<file path="config.mk">
export PLATFORM = sky130hd
export DESIGN_NAME = iobus_button_capture
export DESIGN_NICKNAME = d
export VERILOG_FILES = /design/src/rtl/otter_io_pkg.sv /design/src/rtl/debounce_bit.sv /design/src/rtl/iobus_button_capture.sv
export SDC_FILE = /design/constraint.sdc
export NUM_CORES = 1
export LEC_CHECK = 0
export CAP_MARGIN = 30
export CORE_MARGIN = 2
export CORE_UTILIZATION = 57
export CTS_CLUSTER_SIZE = 24
export DETAILED_ROUTE_END_ITERATION = 7
export HOLD_SLACK_MARGIN = 0.05
export PLACE_DENSITY_LB_ADDON = 0.08
export RECOVER_POWER = 100
export SYNTH_ARGS = -nofsm -noshare
export SYNTH_HDL_FRONTEND = slang
export SYNTH_SLANG_ARGS = --single-unit
</file>
<file path="constraint.sdc">
create_clock -name clk -period 3.2 [get_ports clk]
set_input_delay 0.64 -clock clk [delete_from_list [all_inputs] [get_ports clk]]
set_output_delay 0.64 -clock clk [all_outputs]
set_load 0.01 [all_outputs]
</file>
<file path="src/rtl/otter_io_pkg.sv">
// Shared IOBUS port map and types for the OTTER board input/output peripherals.
// Address constants are the defaults; each peripheral can still override them by parameter.
package otter_io_pkg;

    localparam int          N_BTN_DEFAULT = 5;

    localparam logic [31:0] LEVEL_ADDR_DEFAULT = 32'h1100_8004;
    localparam logic [31:0] EVENT_ADDR_DEFAULT = 32'h1100_8008;
    localparam logic [31:0] LED_ADDR_DEFAULT   = 32'h1100_C000;
    localparam logic [31:0] SEG_ADDR_DEFAULT   = 32'h1100_C004;
    localparam logic [31:0] ANODE_ADDR_DEFAULT = 32'h1100_C008;

    typedef enum logic [1:0] {
        REG_NONE  = 2'd0,
        REG_LEVEL = 2'd1,
        REG_EVENT = 2'd2
    } btn_reg_e;

    // Level wins if the two addresses were ever configured identical.
    function automatic btn_reg_e decode_btn_reg(input logic [31:0] addr,
                                                input logic [31:0] level_addr,
                                                input logic [31:0] event_addr);
        if (addr == level_addr)      return REG_LEVEL;
        else if (addr == event_addr) return REG_EVENT;
        else                         return REG_NONE;
    endfunction

endpackage

</file>
<file path="src/rtl/debounce_bit.sv">
// One button channel: 2-FF synchronizer, consecutive-stable counter, debounced level.
// rise flags the cycle whose edge will move the debounced level from 0 to 1.
module debounce_bit
    import otter_io_pkg::*;
#(
    parameter int DEBOUNCE_CYCLES = 500000
) (
    input  logic clk,
    input  logic reset_n,
    input  logic raw,
    output logic stable,
    output logic rise
);

    localparam int              CNT_W   = (DEBOUNCE_CYCLES > 1) ? $clog2(DEBOUNCE_CYCLES) : 1;
    localparam logic [CNT_W-1:0] CNT_MAX = CNT_W'(DEBOUNCE_CYCLES - 1);

    logic             sync_meta;
    logic             sync;
    logic [CNT_W-1:0] cnt;
    logic             at_max;

    assign at_max = (cnt == CNT_MAX);

    // NOTE: every flop here is reset, including the synchronizer, so a reset
    // mid-debounce discards all history and cannot fabricate a press event.
    always_ff @(posedge clk or negedge reset_n) begin
        if (!reset_n) begin
            sync_meta <= 1'b0;
            sync      <= 1'b0;
            cnt       <= '0;
            stable    <= 1'b0;
        end else begin
            // NOTE: non-blocking assignments make the two synchronizer stages a real
            // shift register; blocking would collapse them into a single flop.
            sync_meta <= raw;
            sync      <= sync_meta;
            if (sync == stable) begin
                cnt <= '0;
            end else if (!at_max) begin
                cnt <= cnt + CNT_W'(1);
            end else begin
                stable <= sync;
                cnt    <= '0;
            end
        end
    end

    assign rise = at_max & sync & ~stable;

endmodule

</file>
<file path="src/rtl/iobus_button_capture.sv">
// IOBUS button peripheral: debounced levels, latched press events (write-1-to-clear),
// and an interrupt that stays high while any event is pending.
module iobus_button_capture
    import otter_io_pkg::*;
#(
    parameter int          N_BTN           = N_BTN_DEFAULT,
    parameter int          DEBOUNCE_CYCLES = 500000,
    parameter logic [31:0] LEVEL_ADDR      = LEVEL_ADDR_DEFAULT,
    parameter logic [31:0] EVENT_ADDR      = EVENT_ADDR_DEFAULT
) (
    input  logic             clk,
    input  logic             reset_n,
    input  logic [N_BTN-1:0] btn_raw,
    input  logic [31:0]      iobus_addr,
    input  logic             iobus_wr,
    input  logic [31:0]      iobus_out,
    output logic [31:0]      iobus_rdata,
    output logic             iobus_hit,
    output logic [N_BTN-1:0] btn_level,
    output logic             intr
);

    logic [N_BTN-1:0] stable;
    logic [N_BTN-1:0] rise;
    logic [N_BTN-1:0] pending;
    logic [N_BTN-1:0] clr_mask;
    logic             event_wr;
    logic             unused_iobus_out_hi;
    btn_reg_e         reg_sel;

    for (genvar i = 0; i < N_BTN; i++) begin : g_btn
        debounce_bit #(
            .DEBOUNCE_CYCLES(DEBOUNCE_CYCLES)
        ) u_debounce (
            .clk    (clk),
            .reset_n(reset_n),
            .raw    (btn_raw[i]),
            .stable (stable[i]),
            .rise   (rise[i])
        );
    end

    assign reg_sel  = decode_btn_reg(iobus_addr, LEVEL_ADDR, EVENT_ADDR);
    assign event_wr = iobus_wr && (reg_sel == REG_EVENT);
    assign clr_mask = event_wr ? iobus_out[N_BTN-1:0] : '0;

    // Write data above N_BTN has no meaning for this peripheral.
    assign unused_iobus_out_hi = ^iobus_out;

    // A press landing on the same edge as a clearing write stays pending.
    always_ff @(posedge clk or negedge reset_n) begin
        if (!reset_n) begin
            pending <= '0;
        end else begin
            pending <= (pending & ~clr_mask) | rise;
        end
    end

    // NOTE: iobus_rdata gets its default before the case, so no path leaves it
    // unassigned and no latch is inferred.
    always_comb begin
        iobus_rdata = 32'b0;
        case (reg_sel)
            REG_LEVEL: iobus_rdata = 32'(stable);
            REG_EVENT: iobus_rdata = 32'(pending);
            default:   iobus_rdata = 32'b0;
        endcase
    end

    assign iobus_hit = (reg_sel != REG_NONE);
    assign btn_level = stable;
    assign intr      = |pending;

endmodule
</file>
---- After elaboration in Yosys (flattened, before gate mapping) ----
Index checks and enable logic that the tools add are counted.
W data, S select, Z words.
cells by class
  reduce and logical (&&, ||, !) cells .... 8
  mux-type cells .......................... 14
  $add $sub $neg .......................... 5
  equality and inequality tests ........... 14
  bitwise logic cells ..................... 23
operators by type and width
  kind                     count
  $mux W19                 10
  $add A19 B1 Y19 const B  5
  $eq A19 B19 Y1 const B   5
  $eq A32 B29 Y1 const B   2
  $and A1 B1 Y1            10
  $not A1 Y1               10
  $pmux W5 S2              1
  $reduce_and A2 Y1        5
  $and A5 B5 Y5            1
  $eq A1 B1 Y1             5
  $mux W5                  1
  $not A5 Y5               1
  $or A5 B5 Y5             1
  $reduce_or A5 Y1         1
  $mux W2                  2
  $eq A2 B1 Y1 const B     1
  $eq A2 B2 Y1 const B     1
  $reduce_bool A2 Y1       1
  $logic_and A1 B1 Y1      1
word-level totals
  logic and storage cells ................. 85
  output and inout port bits .............. 39
  register bits after elaboration ......... 115

---- Depth between registers and ports, before layout ----
  word-level depth ........................ 9
  gate-level depth with buffers ........... 6
  depth with buffers taken out ............ 5

---- Hierarchy ----
Synthesis repeated with hierarchy kept, for this count alone.
second synthesis, totals
  cell total of the unflattened synthesis .. 618
  area, all modules ....................... 6089.6 sq um
by module, submodules not included
  module                sequential area each (sq um)  cells each  instances  area an instance (sq um)
  debounce_bit          550.5                         109         5          1093.5
  iobus_button_capture  125.1                         73          1          621.8

---- Least setup slack after synthesis ----
No wires, ideal clock.
  path kind ............................... input to output
  start ................................... input iobus_addr[26]
  end ..................................... output iobus_rdata[0]
  required time ........................... 2560 ps
  buffers on the path ..................... 1
  path slack .............................. 937 ps
  stages .................................. 5
  arrival time ............................ 1623 ps
  cells stage by stage .................... nor4b_1 > and4_1 > clkbuf_1 > nand2_1 > nor2_1
between the ends
  longest elaborated chain between the ends .. 5
  elaborated cells on any way between the ends .. 7
ends and longest elaborated chain
  what                                          line                        text
  start, declared                               iobus_button_capture.sv:14  input logic [31:0] iobus_addr,
  $eq A32 B29 Y1                                otter_io_pkg.sv:24          else if (addr == event_addr) return REG_EVENT;
  $mux W2                                       otter_io_pkg.sv:24
  $mux W2 *                                     otter_io_pkg.sv:23          if (addr == level_addr) return REG_LEVEL;
  $eq A2 B2 Y1 or $eq A2 B1 Y1 (tied branches)  iobus_button_capture.sv:63  case (reg_sel)
  $pmux W5 S2 *                                 iobus_button_capture.sv:63
  end, declared                                 iobus_button_capture.sv:17  output logic [31:0] iobus_rdata,
Every way passes the cells marked *; elsewhere a longest branch is shown, timed or not.

---- Final worst setup path ----
  start ................................... input iobus_addr[12]
  end ..................................... output iobus_hit
between the ends
  longest elaborated chain between the ends .. 4
  elaborated cells on any way between the ends .. 5
ends and longest elaborated chain
  what                  line                        text
  $eq A32 B29 Y1        otter_io_pkg.sv:24
  $mux W2               otter_io_pkg.sv:24
  $mux W2 *             otter_io_pkg.sv:23
  $reduce_bool A2 Y1 *  iobus_button_capture.sv:70  assign iobus_hit = (reg_sel != REG_NONE);
  end, declared         iobus_button_capture.sv:18  output logic iobus_hit,
Marks and branches as above.

==> PnR_summary.wiki <==
{| class="wikitable"
! Metric !! Value
|-
| Clock buffer depth || 2
|-
| Post-synth ARST share || 100%
|-
| Number of nets still failing antenna checks after routing || 0
|-
| Critical Path Fanout Max || 6
|-
| Fraction of the yosys area taken by sequential cells || between 40% and 50%
|-
| Insertion delay to the later sink of the worst-skew pair || between 500 and 600 ps
|-
| Footprint of the flip-flops and latches || about 2900 µm²
|-
| Synth Cell Area || 5910 µm²
|-
| 1st-iter DRT viols || 199
|-
| Clock tree skew after final layout || 7.53 ps
|-
| Count of cell types in the netlist || 42
|-
| Syn_area_per_cell || 9.68 µm²
|-
| Antenna fix cells || 0
|-
| Violations in the final reports || max-capacitance violations, max-slew violations, negative setup slack
|-
| Signed area change from the synthesized netlist to the final layout || 19.3%
|-
| Core box area || 10,200 µm²
|-
| Share of final-layout standard cells stronger than drive strength 1 || 8.16%
|-
| DR DRC count || 0
|-
| Number of setup violations in the final report || 1
|-
| Total routed wirelength || around 12,000 µm
|-
| Cts bufs inserted || 17
|-
| PnR worst setup slack || -7.78 ps
|-
| Routed WL per cell || 14.9 µm
|-
| Number of max-slew violations in the final report || 50
|-
| Number of cells on the worst hold path || 0
|-
| Global routing usage summed across all routing layers || 23.6%
|-
| Setup crit start kind || primary input
|-
| Capturing element type of the critical path || output pin
|-
| Family of cells with the greatest summed delay on the critical path || buffers and inverters
|-
| Seq cells post-synth || 115
|-
| Max transition margin || -71.7%
|-
| R2r worst-path depth || 4
|-
| Final core occ || 69.3%
|-
| Top-Level Pins || 111
|-
| Critical setup path kind || in -> out
|-
| Hold Fails Final Rpt || 0
|-
| Cell count after synthesis || 611
|-
| Leading register cell type out of synthesis || dfrtp_1
|-
| Leakage power figure || slightly below 3 nW
|-
| Initial core utilization || between 50% and 60%
|-
| Startpoint of the worst register-to-register path || g_btn[4].u_debounce.cnt[12]
|-
| Status || finished, violations left
|-
| CTS sink cnt || 115
|-
| Total buffers and inverters traversed by the critical path || 3
|-
| DP Wirelength || 8420 µm
|-
| Area of combinational cells with multiple inputs || 2750 µm²
|-
| End of the worst register-to-register path || g_btn[4].u_debounce.cnt[8]
|-
| CP peak stage delay || between 500 and 600 ps
|-
| Final worst path period need || 3210 ps
|-
| Most prevalent standard cell on the critical path || clkdlybuf4s50_1
|-
| Cell chosen for the clock root || clkbuf_8
|-
| Total instance count after detailed placement || 790
|-
| Average vias per placed instance || 5.63
|-
| Type of the most critical hold path || reg -> reg
|-
| Number of enable-type register cells in the synthesized netlist || 0
|-
| Achievable frequency || slightly above 0.3 GHz
|-
| Cell taking the most area after synthesis || dfrtp_1
|-
| Critical-path cell with the highest stage delay || clkdlybuf4s50_1
|-
| Placement Rows || 37
|-
| Die width || 106 µm
|-
| Leading post-synthesis cells by cell area || dfrtp_1 49%, xnor2_1 5.6%, nor2_1 5.0%, buf_4 4.2%, xor2_1 4.0%
|-
| Remaining Overflow, GRT || 0
|-
| Actual transition at the worst max-transition pin || 2580 ps
|-
| Worst R2R Setup Slack || 380 ps
|-
| Clock-pin slew on the worst setup and hold paths || roughly 60 ps
|-
| Final cell count without fillers || 822
|-
| Pin count of the biggest net entering global routing || 50
|-
| Routed vias || 4,627
|-
| Number of warnings printed during yosys synthesis || 0
|-
| Hold Path End || g_btn[3].u_debounce.sync
|-
| Fraction of the cycle the final worst path needs || 100%
|-
| Height of the chip || between 100 and 150 µm
|-
| Pre-Repair DR Iteration Count || 5
|-
| Number of global-route vias before repair || 4,568
|-
| Required time of the critical path || 2560 ps
|-
| Cells traversed along the worst timing path || clkdlybuf4s50_1 > nor4b_1 > and4_2 > buf_4 > o211a_1 > clkdlybuf4s50_1
|-
| Worst Hold Launch || g_btn[3].u_debounce.sync_meta
|-
| Global-route wire length before repair || 21,000 µm
|-
| Number of nets in the layout || 750
|-
| PwrDens || 493 nW/µm²
|-
| Worst vdd ir || 0.000618 V
|-
| Port-buffer cells || 56
|-
| Routability cong. || 0.894
|-
| Arrival time reported for the critical path endpoint || 2570 ps
|-
| H-tree levels || 4
|-
| Die area || 11,200 µm²
|-
| Antenna violations before repair || 0
|-
| CTS tree || done
|-
| Share of Yosys cell area claimed by the top area cell type || 48.7%
|-
| Number of max-cap violations || 1
|-
| Total of fill cells in the finished design || slightly below 800
|}
per-layer routing:
| layer | up-vias | share of wire, % | GRT usage, % |
|---|---|---|---|
| met4 | 0 | 1.5 | 7.33 |
| li1 | 2260 | - | - |
| met1 | 2226 | 46 | 31.0 |
| met3 | 19 | 5.0 | 6.93 |
| met5 | - | 0 | 0 |
| met2 | 122 | 47 | 37.8 |
state kept, by name, indices dropped and copies added (netlist names):
signal / count
g_btn.u_debounce.cnt: 95
g_btn.u_debounce.stable: 5
g_btn.u_debounce.sync: 5
g_btn.u_debounce.sync_meta: 5
pending: 5
where the power goes:
part / total (mW) / switching, mW / internal (mW)
clock: 1.81 / 0.671 / 1.14
combinational: 0.164 / 0.0943 / 0.0694
sequential: 1.50 / 0.0206 / 1.48
total: 3.48 / 0.786 / 2.69
cells by family (layout without fill, tap and decap cells):
group	Yosys count	count (layout)	share of synthesized area (%)
adder cells (fa/ha/maj)	5	5	1.06
other	1	27	0.0634
buffers and inverters	65	114	6.41
XOR/XNOR	65	65	9.63
AO/OA/AOI/OAI	72	72	7.91
flip-flops	115	115	48.7
multiplexers	2	2	0.381
AND/OR/NAND/NOR	286	286	25.9
stage by stage:
stage                     setup TNS [ps]  worst slack [ps]  power [mW]  hold slack [ps]  cell area [µm²]
final                              -7.78             -7.78        3.48              351             7050
after global routing                -192             -98.5        3.61              365             7050
after CTS                              0              7.01        3.51              155             7080
after detailed placement           -21.5             -12.4        1.69              341             6500
after global placement                 0              28.9        1.69              343             6500
after floorplan                        0               937        1.61              331             6010
synthesized netlist by cell type (all sizes together), types with 3 or more instances:
master	n
dfrtp	115
nor2	78
nand2	39
buf	38
xnor2	38
nand4	31
nand3	29
nor4	27
xor2	27
a21oi	25
o21ai	20
or3	20
or4	18
inv	16
o31ai	15
clkbuf	11
nor3	10
and4	9
nor4b	8
nor2b	6
a22oi	5
and2	5
ha	5
or2	5
a21o	3
worst max path at each step:
stage,startpoint,to,slack (ps),cells after the start
CTS,iobus_addr[12],iobus_rdata[3],7,7
global route,iobus_addr[21],iobus_hit,-100,6
floorplan,iobus_addr[26],iobus_rdata[0],940,5
finish,iobus_addr[12],iobus_hit,-8,6
global placement,iobus_addr[12],iobus_rdata[3],30,7
detailed placement,iobus_addr[26],iobus_rdata[3],-10,7
layout by cell type (no fill, tap or decap), drive strengths merged, types with 2 or more instances in the layout:
cell type and n:
a21o 3, a21oi 25, a22oi 5, and2 5, and4 9, buf 5
bufinv 2, clkbuf 25, clkdlybuf4s50 39, clkinv 5, clkinvlp 4, conb 27
dfrtp 115, dlygate4sd3 12, dlymetal6s2s 4, ha 5, inv 18, mux2 2
nand2 39, nand3 29, nand4 31, nor2 78, nor2b 6, nor3 10
nor4 27, nor4b 8, o21ai 20, o31ai 15, or2 5, or3 20
or4 18, xnor2 38, xor2 27
timing repair:
item                       4_1_cts  5_1_grt
pin swaps                        0        2
setup endpoints to repair        2        6
hold buffers                     0        0
buffers inserted                 0        0
gates resized for setup          1        9
gates cloned                     0        0
layout make-up:
class | instances | area share [%]
flip-flops and latches | 115 | 40.8
clock inverters | 13 | 1.88
clock buffers | 19 | 6.26
well taps | 136 | 2.41
repair buffers | 66 | 8.83
multi-input cells | 457 | 39.0
inverters | 16 | 0.851
(Power assumes the default switching activity.)
